===== config.mk =====
export PLATFORM = sky130hd
export DESIGN_NAME = insn_fetch
export DESIGN_NICKNAME = d
export VERILOG_FILES = /design/src/rtl/insn_fetch.sv
export SDC_FILE = /design/constraint.sdc
export NUM_CORES = 1
export LEC_CHECK = 0
export CAP_MARGIN = 20
export CELL_PAD_IN_SITES_DETAIL_PLACEMENT = 1
export CELL_PAD_IN_SITES_GLOBAL_PLACEMENT = 2
export CORE_ASPECT_RATIO = 0.5
export CORE_UTILIZATION = 40
export DETAILED_ROUTE_END_ITERATION = 12
export DONT_BUFFER_PORTS = 1
export HOLD_SLACK_MARGIN = 0.06
export PLACE_DENSITY_LB_ADDON = 0.1
export RECOVER_POWER = 100
export SYNTH_ARGS = -nofsm -noshare
export SYNTH_HDL_FRONTEND = slang
export SYNTH_SLANG_ARGS = --single-unit

===== constraint.sdc =====
create_clock -name clk -period 10.3 [get_ports clk]
set_clock_uncertainty 0.05 [all_clocks]
set_input_delay 1.545 -clock clk [delete_from_list [all_inputs] [get_ports clk]]
set_output_delay 1.545 -clock clk [all_outputs]
set_load 0.01 [all_outputs]

===== src/rtl/insn_fetch.sv =====
// Instruction fetch front end: sequential word requests, 2-entry {pc, insn} buffer,
// redirect flush of in-flight responses. Define MIG_FETCH_TRACE_EN for a text trace.
module insn_fetch #(
    parameter int                    ADDR_WIDTH = 32,
    parameter logic [ADDR_WIDTH-1:0] BOOT_ADDR  = 32'h0000_1000
) (
    input  logic                  clk,
    input  logic                  rst,
    input  logic                  stall,
    input  logic                  redirect_valid,
    input  logic [ADDR_WIDTH-3:0] redirect_pc,
    output logic                  mem_req_valid,
    input  logic                  mem_req_ready,
    output logic [ADDR_WIDTH-3:0] mem_req_addr,
    input  logic                  mem_rsp_valid,
    input  logic [31:0]           mem_rsp_data,
    output logic                  fetch_en,
    output logic [ADDR_WIDTH-3:0] fetch_pc,
    output logic [31:0]           insn
);

    localparam int         AW       = ADDR_WIDTH - 2;
    localparam logic [1:0] ST_BOOT  = 2'd0;
    localparam logic [1:0] ST_RUN   = 2'd1;
    localparam logic [1:0] ST_FLUSH = 2'd2;

    logic [1:0]    state_q, state_d;
    logic [AW-1:0] req_pc_q, req_pc_d;
    logic [1:0]    out_q, out_d;
    logic [1:0]    drop_q, drop_d;
    logic [1:0]    cnt_q, cnt_d;
    logic          head_q, head_d;
    logic [AW-1:0] pc_mem_q [0:1];
    logic [AW-1:0] pc_mem_d [0:1];
    logic [31:0]   data_mem_q [0:1];
    logic [31:0]   data_mem_d [0:1];

    logic          pop_s;
    logic          push_s;
    logic          accept_s;
    logic          wr_idx_s;
    logic [2:0]    level_s;
    logic [1:0]    drop_next_s;
    logic [AW-1:0] oldest_pc_s;

    // A slot freed by this cycle's pop may be reserved immediately, giving one insn per cycle.
    assign pop_s         = (cnt_q != 2'd0) && !stall && !redirect_valid;
    assign level_s       = {1'b0, out_q} + {1'b0, cnt_q} - {2'b00, pop_s};
    assign mem_req_valid = (state_q == ST_RUN) && !redirect_valid && (level_s < 3'd2);
    assign accept_s      = mem_req_valid && mem_req_ready;
    assign push_s        = (state_q == ST_RUN) && mem_rsp_valid && !redirect_valid;
    assign wr_idx_s      = head_q ^ cnt_q[0];
    // Requests since the last redirect are consecutive, so the oldest one trails req_pc.
    assign oldest_pc_s   = req_pc_q - AW'(out_q);
    assign drop_next_s   = out_q + drop_q - {1'b0, mem_rsp_valid};

    assign mem_req_addr  = req_pc_q;
    assign fetch_en      = pop_s;
    assign fetch_pc      = pc_mem_q[head_q];
    assign insn          = data_mem_q[head_q];

    // Next-state logic for the sequencer, request counter and buffer.
    always_comb begin
        state_d    = state_q;
        req_pc_d   = req_pc_q;
        out_d      = out_q;
        drop_d     = drop_q;
        cnt_d      = cnt_q;
        head_d     = head_q;
        pc_mem_d   = pc_mem_q;
        data_mem_d = data_mem_q;
        if (redirect_valid) begin
            req_pc_d = redirect_pc;
            out_d    = 2'd0;
            cnt_d    = 2'd0;
            drop_d   = drop_next_s;
            if (drop_next_s != 2'd0) begin
                state_d = ST_FLUSH;
            end else begin
                state_d = ST_RUN;
            end
        end else begin
            case (state_q)
                ST_BOOT: begin
                    state_d = ST_RUN;
                end
                ST_RUN: begin
                    if (accept_s) begin
                        req_pc_d = req_pc_q + {{(AW-1){1'b0}}, 1'b1};
                    end else begin
                        req_pc_d = req_pc_q;
                    end
                    if (push_s) begin
                        pc_mem_d[wr_idx_s]   = oldest_pc_s;
                        data_mem_d[wr_idx_s] = mem_rsp_data;
                    end else begin
                        pc_mem_d = pc_mem_q;
                    end
                    out_d  = out_q + {1'b0, accept_s} - {1'b0, push_s};
                    cnt_d  = cnt_q + {1'b0, push_s} - {1'b0, pop_s};
                    head_d = head_q ^ pop_s;
                end
                ST_FLUSH: begin
                    if (mem_rsp_valid) begin
                        drop_d = drop_q - 2'd1;
                        if (drop_q == 2'd1) begin
                            state_d = ST_RUN;
                        end else begin
                            state_d = ST_FLUSH;
                        end
                    end else begin
                        drop_d = drop_q;
                    end
                end
                default: begin
                    state_d = ST_BOOT;
                end
            endcase
        end
    end

    // State registers with asynchronous active-low reset.
    always_ff @(posedge clk or negedge rst) begin
        if (!rst) begin
            state_q    <= ST_BOOT;
            req_pc_q   <= BOOT_ADDR[ADDR_WIDTH-1:2];
            out_q      <= 2'd0;
            drop_q     <= 2'd0;
            cnt_q      <= 2'd0;
            head_q     <= 1'b0;
            pc_mem_q   <= '{default: '0};
            data_mem_q <= '{default: '0};
        end else begin
            state_q    <= state_d;
            req_pc_q   <= req_pc_d;
            out_q      <= out_d;
            drop_q     <= drop_d;
            cnt_q      <= cnt_d;
            head_q     <= head_d;
            pc_mem_q   <= pc_mem_d;
            data_mem_q <= data_mem_d;
        end
    end

`ifdef MIG_FETCH_TRACE_EN
    // Text trace of delivered instructions and redirects.
    always_ff @(posedge clk) begin
        if (fetch_en) begin
            $display("%0t Fetch: pc:%h, data:%h", $time, {fetch_pc, 2'b00}, insn);
        end
        if (rst && redirect_valid) begin
            $display("%0t Fetch: redirect pc:%h", $time, {redirect_pc, 2'b00});
        end
    end
`else
    // Trace disabled: no output, identical cycle behaviour.
`endif

endmodule

* After elaboration in Yosys (flattened, before gate mapping) *
Cells that the tools add are included.

word-level totals
  flip-flop bits (word level) = 163
  input bits = 68
  output and inout bits = 94

operators by class
  $add $sub $neg = 11
  order comparisons = 4
  equal/unequal tests = 5
  multiplexer cells = 27
  bitwise logic cells = 5
  reductions and logical operators = 22

operators by type and width
  cell                                                                    number
  30-bit 2-to-1 mux                                                       7
  32-bit 2-to-1 mux                                                       4
  64-bit bitwise mux                                                      1
  60-bit bitwise mux                                                      1
  32-bit demux with 1-bit select                                          1
  30-bit by 1-bit adder with 30-bit output (second input constant)        1
  30-bit demux with 1-bit select                                          1
  30-bit by 2-bit subtractor with 30-bit output                           1
  2-bit 2-to-1 mux                                                        11
  2-bit nonzero test                                                      6
  1-bit logical AND                                                       8
  2-bit AND reduction                                                     4
  2-bit one-hot mux with 3 select lines                                   1
  2-bit by 1-bit subtractor with 2-bit output                             3
  2-bit by 1-bit adder with 2-bit output                                  2
  2-bit by 1-bit equality test with 1-bit output (second input constant)  2
  2-bit >= comparator (second input constant)                             2
  1-bit inverter with 2-bit output                                        2
  2-bit by 2-bit adder with 3-bit output                                  1
  3-bit by 2-bit < comparator with 1-bit output (second input constant)   1
  3-bit inequality test (second input constant)                           1
  3-bit AND reduction                                                     1
  3-bit by 1-bit subtractor with 3-bit output                             1
  2-bit adder                                                             1
  8 further kinds                                                         10

* Depth between registers and ports, before layout *
Gate-level depths: netlist (run 1).

  depth in word-level cells = 11
  mapped depth = 14
  gate-level depth less buffers = 13

* Worst setup path after synthesis (run 1) *
Ideal clock, no wire load.

  kind = in2out
  from = input port stall
  to = output port mem_req_valid
  arrival = 3.389 ns
  required time = 8.705 ns
  path slack = 5.316 ns
  stages on the path = 6
  path through = a211oi_1 ha_1 nand2b_1 fa_1 xor2_1 and3_1

on the way
  word-level cells in the longest chain between the ends = 6

RTL lines
  what                                           line  RTL
  start: declaration                             9     input logic stall,
  1-bit zero test                                47    assign pop_s = (cnt_q != 2'd0) && !stall && !redirect_valid;
  1-bit logical AND (2 in a row)                 47
  3-bit by 1-bit subtractor with 3-bit output    48    assign level_s = {1'b0, out_q} + {1'b0, cnt_q} - {2'b00, pop_s};
  3-bit by 2-bit < comparator with 1-bit output  49    assign mem_req_valid = (state_q == ST_RUN) && !redirect_valid && (level_s < 3'd2);
  1-bit logical AND                              49
  end: declaration                               12    output logic mem_req_valid,

Every way passes these cells.

* Worst setup path in the final report (run 1) *
  from = input port stall
  to = register req_pc_q[23] (netlist: mem_req_addr[23])

on the way
  word-level cells in the longest chain between the ends = 9

RTL lines
  what                                           line  RTL
  1-bit zero test                                47
  1-bit logical AND (2 in a row)                 47
  3-bit by 1-bit subtractor with 3-bit output    48
  3-bit by 2-bit < comparator with 1-bit output  49
  1-bit logical AND                              49
  1-bit logical AND                              50    assign accept_s = mem_req_valid && mem_req_ready;
  2-bit nonzero test (no line)                   --
  2-bit AND reduction (no line)                  --
  end signal: assignment                         126   req_pc_q <= BOOT_ADDR[ADDR_WIDTH-1:2];
  end signal: assignment                         135   req_pc_q <= req_pc_d;
  end: declaration                               28    logic [AW-1:0] req_pc_q, req_pc_d;

Every way passes these cells.
A chain may end at the register's enable or synchronous reset.

==> results of run 1 <==
## registers in the layout, indices dropped and copies added (netlist names)
name	cells
head_q	1
cnt_q	2
mem_req_addr	30
state_q	2
data_mem_q	64
pc_mem_q	60
out_q	2
drop_q	2
## power by group
| group | internal [W] | switching, W |
|---|---|---|
| logic | 0.000252 | 0.000293 |
| clock network | 0.000352 | 0.000270 |
| registers | 0.000862 | 0.000149 |
## per-stage QoR
| stage | hold WS [ns] | util | std cells |
|---|---|---|---|
| detailed placement | 0.414 | 0.423 | 976 |
| global placement | 0.407 | 0.423 | 976 |
| global route | 0.442 | 0.450 | 1008 |
| CTS | 0.431 | 0.451 | 1007 |
| finish | 0.422 | 0.450 | 1008 |
| floorplan | 0.394 | - | 763 |
## how the worst max path moves through the flow
stage	slack, ns	end	cells past startpoint
4_1_cts	5.03	mem_req_valid	6
6_report	4.30	mem_req_addr[23]$_DFFE_PN0P_	9
5_1_grt	3.79	mem_req_addr[23]$_DFFE_PN0P_	9
3_3_place_gp	5.08	out_q[1]$_DFFE_PN0P_	12
2_1_floorplan	5.32	mem_req_valid	6
3_5_place_dp	4.92	out_q[1]$_DFFE_PN0P_	12
## final cells by class
class / instances / area (um2) / share of cell area
repair buffers: 2 / 7.51 / 0.000838
well taps: 266 / 333 / 0.0372
flip-flops and latches: 163 / 4080 / 0.456
clock buffers: 21 / 470 / 0.0525
clock inverters: 10 / 100 / 0.0112
multi-input cells: 529 / 3900 / 0.436
inverters: 17 / 63.8 / 0.00712
## cells in the final DEF (no fill, tap or decap), drive strengths merged, types with 2 or more instances in the layout
master      n
dfrtp     162
mux2      131
nand2      98
o21ai      86
xnor2      39
clkbuf     23
nor3       21
inv        20
nand4      19
nor2       18
xor2       17
nor4       13
ha         12
nand3      12
or3         8
and3        8
a21oi       6
nand2b      5
mux2i       4
clkinvlp    4
nor4b       3
nor2b       3
a31oi       3
or4         3
fa          2
or2         2
and4        2
clkinv      2
## layer usage
| metal | global-route usage | vias to the layer above |
|---|---|---|
| met5 | 0 | - |
| met4 | 0.0536 | 0 |
| met3 | 0.0645 | 15 |
| met2 | 0.291 | 112 |
| met1 | 0.308 | 2775 |
| li1 | - | 2599 |
## worst min-delay path, stage by stage (launching register included)
cell	delay, ns
sky130_fd_sc_hd__dfrtp_1	0.34
sky130_fd_sc_hd__nand2_1	0.05
sky130_fd_sc_hd__o21ai_0	0.06
## kinds of logic after synthesis
family          Yosys count  share of synthesized area
flops                   163                      0.491
fa+ha+maj                14                     0.0229
compound gates          105                     0.0673
simple gates            219                      0.140
buf+inv                  71                     0.0372
mux                     135                      0.182
xor+xnor                 56                     0.0591
==> flow_summary.ini, run 1 <==
[outcome]
run_status = finished, violations left
failed_checks = max-capacitance violations, max-slew violations

[worst_setup_path]
critPathArrivalTime_ns = 6.31
worst_setup_path_start_kind = input pin
cp-end-kind = flop
max_stage_delay_ns = 2.00
cpLargestDelayFamily = simple AND/OR/NAND/NOR gates
reg2reg_setup_slack_ns = 4.80
r2r-end = mem_req_addr[23]$_DFFE_PN0P_
critPathLaunch = stall
worstPathCellList = a211oi_1 > ha_1 > nand2b_1 > fa_1 > xor2_1 > nor4b_1 > nand3_1 > or3_1 > a31oi_1
critPathBufInv = 0
reg2reg_depth = 10
worst_ep_required_time_ns = 10.61
path_class = input pin to flop
max_fanout_on_critical_path = 17
worst_r2r_startpoint = cnt_q[0]$_DFFE_PN0P_
cp_slowest_cell = sky130_fd_sc_hd__nor4b_1

[sta]
layout_setup_ws_ns = 4.30
worstMarginPinSlew_ns = 3.35
timing.final.setup_violations = 0
timing.final.crit_share = 0.582
timing.final.crit_period_ns = 6.00
final_report_max_slew_violation_count = 249
max-slew-margin-rel = -1.23
totalNegativeSetupSlack_ns = 0
timing_hold_violations_final = 0
rsz0062_at_grt = false
achievable-frequency_ghz = 0.167

[yosys]
synth.area.top_cells = sky130_fd_sc_hd__dfrtp_1 49%, sky130_fd_sc_hd__mux2_2 18%, sky130_fd_sc_hd__o21ai_0 4.9%
synth_top_cell_area_share = 0.488
post_synth_inst_count = 763
netlist_top_cells_count = 162 x sky130_fd_sc_hd__dfrtp_1, 131 x sky130_fd_sc_hd__mux2_2, 98 x sky130_fd_sc_hd__nand2_1
synth.ff_latch_count = 163
async_flop_share = 1.00
yosysWarnings = 0
cell_with_the_most_instances_after_synthesis = sky130_fd_sc_hd__dfrtp_1
synth_area_mm2 = 0.00831
syn-num-nets = 845
synthDominantAreaCellType = sky130_fd_sc_hd__dfrtp_1
synth_edf_count = 0
seq_area_frac_synth = 0.491
synth_cell_types = 53
synth_top_flop_cell = sky130_fd_sc_hd__dfrtp_1
postSynthAreaPerCell_um2 = 10.9

[place]
pre_cts_ws_ns = 4.92
placement.io_buffers = 0
placed_cell_area_mm2 = 0.00841
place.gp.congestion = 0.758
dp_hpwl_um = 14500

[route]
post-route-drc-count = 0
vias_per_cell = 5.46
detailroute.wirelength.met2_um = 8910
routedLengthMet1_um = 11000
dr_wl_met3_um = 1300
top_layer_used_by_detailed_routing = met4
wirelength_routed_um = 21400
firstDrtPassIters = 4
routedWlPerCell_um = 21.2
via_count = 5501
postRouteAntennaNets = 0
dr.first_iter.drc_count = 337

[clocking]
clock_sink_count = 163
cts_hold_repair.buffers = 0
clock_latency_ns = 0.44
buffer_count_from_post_cts_setup_fixing = 0
cts-root-buf = sky130_fd_sc_hd__clkbuf_16
deepest_clock_path_buffer_count = 2
cts_resized = 0
clk_pin_slew_ns = 0.07
clock_h_tree_levels = 4
tritoncts = built
number_of_buffers_created_by_cts = 17

[min_path]
worst_case_hold_path_end_point = pc_mem_q[38]$_DFFE_PN0P_
holdCritStartpoint = pc_mem_q[38]$_DFFE_PN0P_
hold_path_depth = 2
min-delay-path-class = flop to flop

[global_route]
groute.usage.overall = 0.208
grt_pass1_wl_um = 34000
grt.overflow.total = 0
number_of_global_route_vias_before_repair = 5837
grt_max_degree = 164
number_of_antenna_violations_at_the_first_check_in_global_routing = 0

[flow_run]
count_of_max_cap_constraint_violations = 5

[layout]
syn_to_final_growth_pct = 7.83
antenna_cells = 0
final_layout_size_suffix_gt1_frac = 0.154
layout.nets = 812
fin_area_mm2 = 0.00896
fillerInstances = 2166

[floorplanning]
fp.dieArea_mm2 = 0.0214
die_width_um = 206
start_util = 0.417
placeable_core_region_mm2 = 0.0199
die-height_um = 104
fp-row-count = 36
io_count = 162

[power_and_ir_drop]
p_per_area_mw_per_mm2 = 243
power_leakage_nw = 3.87
totalPowerFinal_w = 0.00218
ir_drop_v = 0.000145
Note: power is estimated with default switching activity, not from simulation.
==> inputs of run 2 (changes only) <==
--- a/config.mk
+++ b/config.mk
@@ -9,7 +9,7 @@
 export CELL_PAD_IN_SITES_DETAIL_PLACEMENT = 1
 export CELL_PAD_IN_SITES_GLOBAL_PLACEMENT = 2
 export CORE_ASPECT_RATIO = 0.5
-export CORE_UTILIZATION = 40
+export CORE_UTILIZATION = 37
 export DETAILED_ROUTE_END_ITERATION = 12
 export DONT_BUFFER_PORTS = 1
 export HOLD_SLACK_MARGIN = 0.06
==> constraint.sdc (replaced) <==
create_clock -name clk -period 5 [get_ports clk]
set_clock_uncertainty 0.05 [all_clocks]
set_input_delay 0.75 -clock clk [delete_from_list [all_inputs] [get_ports clk]]
set_output_delay 0.75 -clock clk [all_outputs]
set_load 0.01 [all_outputs]
==> flow_summary.ini, run 2 (synthesized netlist as in run 1, its figures left out) <==
[flow_run]
count_of_max_cap_constraint_violations = 3

[worst_setup_path]
critPathBufInv = 2
cp-end-kind = flop
path_class = flop to flop
worst_r2r_startpoint = cnt_q[0]$_DFFE_PN0P_
critPathLaunch = cnt_q[0]$_DFFE_PN0P_
worst_ep_required_time_ns = 5.30
cp_slowest_cell = sky130_fd_sc_hd__a211oi_1
critPathArrivalTime_ns = 4.36
worstPathCellList = inv_1 > a211oi_1 > ha_1 > nand2b_1 > fa_1 > nand2_1 > nor4b_1 > clkbuf_1 > nand3_1 > or3_1 > a31oi_1
max_fanout_on_critical_path = 17
worst_setup_path_start_kind = flop
cpLargestDelayFamily = simple AND/OR/NAND/NOR gates
max_stage_delay_ns = 0.67

[global_route]
grt_pass1_wl_um = 34600
groute.usage.overall = 0.202
number_of_global_route_vias_before_repair = 5790
number_of_antenna_violations_at_the_first_check_in_global_routing = 0
grt_max_degree = 163
grt.overflow.total = 0

[route]
firstDrtPassIters = 4
vias_per_cell = 5.32
dr.first_iter.drc_count = 407
post-route-drc-count = 0
via_count = 5568
wirelength_routed_um = 22000
postRouteAntennaNets = 0
routedWlPerCell_um = 21.0

[sta]
timing.final.setup_violations = 0
totalNegativeSetupSlack_ns = 0
timing.final.crit_share = 0.811
timing_hold_violations_final = 0
rsz0062_at_grt = false
worstMarginPinSlew_ns = 2.05
timing.final.crit_period_ns = 4.06
achievable-frequency_ghz = 0.247
final_report_max_slew_violation_count = 212
max-slew-margin-rel = -0.369

[layout]
layout.nets = 816
antenna_cells = 0
top_reg_by_flops = data_mem_q
post-route-util = 0.413
seq_area_mm2 = 0.00408
fillerInstances = 2397
final_layout_size_suffix_gt1_frac = 0.157
syn_to_final_growth_pct = 8.53
multiInputGateArea_mm2 = 0.00388
largest_register_ff_count = 64
mostFrequentLayoutCells = 161 x sky130_fd_sc_hd__dfrtp_1, 97 x sky130_fd_sc_hd__nand2_1, 86 x sky130_fd_sc_hd__o21ai_0
layout_commonest_cell = sky130_fd_sc_hd__dfrtp_1

[floorplanning]
die_width_um = 214
placeable_core_region_mm2 = 0.0218
io_count = 162
fp-row-count = 38
start_util = 0.381
fp.dieArea_mm2 = 0.0231
die-height_um = 108

[clocking]
clock_latency_ns = 0.44
cts-root-buf = sky130_fd_sc_hd__clkbuf_16
deepest_clock_path_buffer_count = 2
clock_h_tree_levels = 4
cts_resized = 0
clk_pin_slew_ns = 0.06
number_of_buffers_created_by_cts = 17
clock_sink_count = 163
tritoncts = built

[power_and_ir_drop]
p_per_area_mw_per_mm2 = 498
power_leakage_nw = 3.90
ir_drop_v = 0.000212

[place]
placement.io_buffers = 0
dp_hpwl_um = 14700
place.gp.congestion = 0.735

[min_path]
min-delay-path-class = input pin to asynchronous set/reset pin

[outcome]
run_status = finished, violations left
failed_checks = max-capacitance violations, max-slew violations
## run 2: cell count changes in the layout (fill, tap and decap cells not counted), moves of 2 or more
cell	delta
sky130_fd_sc_hd__clkbuf_2	+3
sky130_fd_sc_hd__clkbuf_8	+2
sky130_fd_sc_hd__nor4_1	+2
sky130_fd_sc_hd__nor4_4	-2
## run 2: layout make-up
type	count	share of cell area
flip-flops and latches	163	0.453
well taps	300	0.0416
repair buffers	6	0.00555
inverters	17	0.00708
clock buffers	23	0.0552
multi-input cells	529	0.430
clock inverters	8	0.00736
## run 2: worst register-to-register path: stages (launching register included)
cell                       delay (ns)
sky130_fd_sc_hd__dfrtp_1         0.40
sky130_fd_sc_hd__inv_1           0.08
sky130_fd_sc_hd__a211oi_1        0.67
sky130_fd_sc_hd__ha_1            0.35
sky130_fd_sc_hd__nand2b_1        0.16
sky130_fd_sc_hd__fa_1            0.53
sky130_fd_sc_hd__nand2_1         0.07
sky130_fd_sc_hd__nor4b_1         0.28
sky130_fd_sc_hd__clkbuf_1        0.60
sky130_fd_sc_hd__nand3_1         0.25
sky130_fd_sc_hd__or3_1           0.36
sky130_fd_sc_hd__a31oi_1         0.18
## run 2: worst paths after layout
path	to	slack (ns)	cells after the start
max	mem_req_addr[23]$_DFFE_PN0P_	0.94	11
min	mem_req_addr[10]$_DFFE_PN1P_	0.10	0
max reg2reg	mem_req_addr[23]$_DFFE_PN0P_	0.94	11
min reg2reg	pc_mem_q[33]$_DFFE_PN0P_	0.43	2
max in group asynchronous	head_q$_DFFE_PN0P_	3.88	1
min in group clk	cnt_q[1]$_DFFE_PN0P_	0.32	1
## run 2: routing by layer
layer	share of wire	routed length (um)	global-route usage
met5	0	0	0
met4	0.013	282	0.0689
met3	0.070	1550	0.0616
met2	0.42	9220	0.284
met1	0.50	10900	0.292
## run 2: per-stage QoR
stage,cells,instance area (um2),worst slack [ns],power (W),hold slack [ns]
floorplan,763,8310,1.03,0.00300,0.394
global placement,1014,8480,1.01,0.00326,0.406
detailed placement,1014,8480,0.928,0.00331,0.408
CTS,1046,9080,1.10,0.00465,0.0659
global route,1046,9010,0.596,0.00480,0.0758
finish,1046,9010,0.944,0.00449,0.105
## run 2: report_power, final
group | leakage (nW) | internal (W) | switching, W | total (W)
Sequential | 2.07 | 0.00177 | 0.000295 | 0.00207
Combinational | 1.56 | 0.000518 | 0.000634 | 0.00115
Clock | 0.269 | 0.000706 | 0.000561 | 0.00127
## run 2: timing repair
action / CTS / global route
hold buffers: 1 / 0
hold endpoints to repair: 162 / 0
endpoints found under the setup margin: 0 / 0
setup buffers: 0 / 0
==> inputs of run 3 (changes only) <==
==> constraint.sdc (replaced) <==
create_clock -name clk -period 3.3 [get_ports clk]
set_clock_uncertainty 0.05 [all_clocks]
set_input_delay 0.495 -clock clk [delete_from_list [all_inputs] [get_ports clk]]
set_output_delay 0.495 -clock clk [all_outputs]
set_load 0.01 [all_outputs]
==> flow_summary.ini, run 3 (synthesized netlist as in run 1, its figures left out) <==
[layout]
layout_commonest_cell = sky130_fd_sc_hd__dfrtp_1
syn_to_final_growth_pct = 9.22
top_reg_by_flops = data_mem_q
largest_register_ff_count = 64
mostFrequentLayoutCells = 161 x sky130_fd_sc_hd__dfrtp_1, 97 x sky130_fd_sc_hd__nand2_1, 85 x sky130_fd_sc_hd__o21ai_0
final_layout_size_suffix_gt1_frac = 0.163
antenna_cells = 0
layout.nets = 829

[floorplanning]
fp-row-count = 38
die-height_um = 108
start_util = 0.381
die_width_um = 214
fp.dieArea_mm2 = 0.0231
io_count = 162
placeable_core_region_mm2 = 0.0218

[clocking]
clk_pin_slew_ns = 0.07
clock_h_tree_levels = 4
clock_latency_ns = 0.43
cts_hold_repair.buffers = 1
deepest_clock_path_buffer_count = 2
cts-root-buf = sky130_fd_sc_hd__clkbuf_16
tritoncts = built
clock_sink_count = 163
number_of_buffers_created_by_cts = 17

[place]
pre_cts_ws_ns = 0.219
dp_hpwl_um = 15000
placement.io_buffers = 0
place.gp.congestion = 0.769

[sta]
totalNegativeSetupSlack_ns = 0
layout_setup_ws_ns = 0.245
timing.final.setup_violations = 0
max-slew-margin-rel = 0.321
timing.final.crit_share = 0.926
final_report_max_slew_violation_count = 0
worstMarginPinSlew_ns = 1.01
whs_ns = -0.299
rsz0062_at_grt = false
timing.final.crit_period_ns = 3.06
timing_hold_violations_final = 162
achievable-frequency_ghz = 0.327

[power_and_ir_drop]
p_sw_w = 0.00224
p_per_area_mw_per_mm2 = 753
share_clk_of_total_power = 0.291
power.internal_w = 0.00459
power.combinational.fraction = 0.255
power_leakage_nw = 3.93
switching_share = 0.328
ir_drop_v = 0.000275
seq_power_share = 0.454

[worst_setup_path]
critPathBufInv = 2
cp-end-kind = flop
worst_setup_path_start_kind = flop
path_class = flop to flop
cpLargestDelayFamily = adder cells
max_stage_delay_ns = 0.36
critPathArrivalTime_ns = 3.37
worstPathCellList = inv_1 > a211oi_4 > ha_1 > nand2b_4 > fa_2 > xor2_1 > nand4_1 > ha_1 > inv_1 > ha_1 > xnor2_1 > or3_1 > a21oi_1
critical-path-top-cell-by-count = sky130_fd_sc_hd__ha_1
worst_ep_required_time_ns = 3.61
cp_slowest_cell = sky130_fd_sc_hd__dfrtp_1
max_fanout_on_critical_path = 3

[global_route]
number_of_global_route_vias_before_repair = 5811
grt.overflow.total = 0
groute.usage.overall = 0.199
grt_max_degree = 164
number_of_antenna_violations_at_the_first_check_in_global_routing = 0
grt_pass1_wl_um = 34300

[route]
firstDrtPassIters = 6
vias_per_cell = 5.28
detailroute.wirelength.met2_um = 9170
via_count = 5595
dr_wl_met3_um = 1530
post-route-drc-count = 0
dr.first_iter.drc_count = 313
top_layer_used_by_detailed_routing = met4
wirelength_routed_um = 21900
postRouteAntennaNets = 0
routedWlPerCell_um = 20.7
routedLengthMet1_um = 11100

[flow_run]
count_of_max_cap_constraint_violations = 0

[min_path]
min-delay-path-class = input pin to asynchronous set/reset pin

[outcome]
run_status = finished, violations left
failed_checks = negative hold slack
[run 3: cell count changes in the layout (fill, tap and decap cells not counted), moves of 3 or more]
cell,before,now
sky130_fd_sc_hd__clkbuf_8,5,0
sky130_fd_sc_hd__clkbuf_1,3,7
sky130_fd_sc_hd__buf_4,0,6
sky130_fd_sc_hd__clkinv_2,0,3
[run 3: layer usage]
layer | vias to the layer above | GRT usage
met5 | - | 0
met4 | 0 | 0.0612
met3 | 17 | 0.0595
met2 | 120 | 0.280
met1 | 2837 | 0.291
li1 | 2621 | -
[run 3: path summary, 6_finish.rpt]
path	cells past startpoint	from	slack, ns	end
max in group asynchronous	0	rst	3.16	mem_req_addr[10]$_DFFE_PN1P_
max reg2reg	13	cnt_q[1]$_DFFE_PN0P_	0.24	out_q[1]$_DFFE_PN0P_
min reg2reg	2	pc_mem_q[56]$_DFFE_PN0P_	0.42	pc_mem_q[56]$_DFFE_PN0P_
min	0	rst	-0.30	data_mem_q[55]$_DFFE_PN0P_
min in group clk	1	redirect_valid	0.11	mem_req_addr[11]$_DFFE_PN0P_
max	13	cnt_q[1]$_DFFE_PN0P_	0.24	out_q[1]$_DFFE_PN0P_
[run 3: layout make-up]
cell class / instances / area (um2)
Clock buffer: 17 / 425
Timing Repair Buffer: 19 / 106
Clock inverter: 14 / 151
Inverter: 17 / 63.8
Sequential cell: 163 / 4080
Tap cell: 300 / 375
Fill cell: 2364 / 12800
Multi-Input combinational cell: 529 / 3870
[run 3: worst reg2reg max path: cells and delay by family, from the launching register on]
kind / cells / cell delay, ns
xor+xnor: 2 / 0.34
flops: 1 / 0.36
simple gates: 3 / 0.60
buf+inv: 2 / 0.13
compound gates: 2 / 0.40
fa+ha+maj: 4 / 1.10
[run 3: per-stage QoR]
| stage | instance area, um2 | hold slack [ns] | cells | total power [W] | utilization |
|---|---|---|---|---|---|
| after floorplan | 8340 | 0.149 | 763 | 0.00456 | - |
| after global placement | 8600 | 0.153 | 1027 | 0.00494 | 0.394 |
| after detailed placement | 8600 | 0.152 | 1027 | 0.00503 | 0.394 |
| after CTS | 9190 | -0.325 | 1059 | 0.00707 | 0.421 |
| after global routing | 9070 | -0.329 | 1059 | 0.00729 | 0.416 |
| final | 9070 | -0.299 | 1059 | 0.00683 | 0.416 |
[run 3: power groups by stage]
stage / registers (W) / clock network [W] / logic (W)
after floorplan: 0.00300 / 0 / 0.00156
after global placement: 0.00310 / 0 / 0.00184
after detailed placement: 0.00316 / 0 / 0.00188
after CTS: 0.00312 / 0.00205 / 0.00189
after global routing: 0.00321 / 0.00213 / 0.00195
final: 0.00310 / 0.00198 / 0.00174
[run 3: repair_timing]
item	in CTS	in global routing
setup endpoints to repair	0	0
buffers inserted	0	0
gates resized for setup	0	0
hold endpoints to repair	168	163
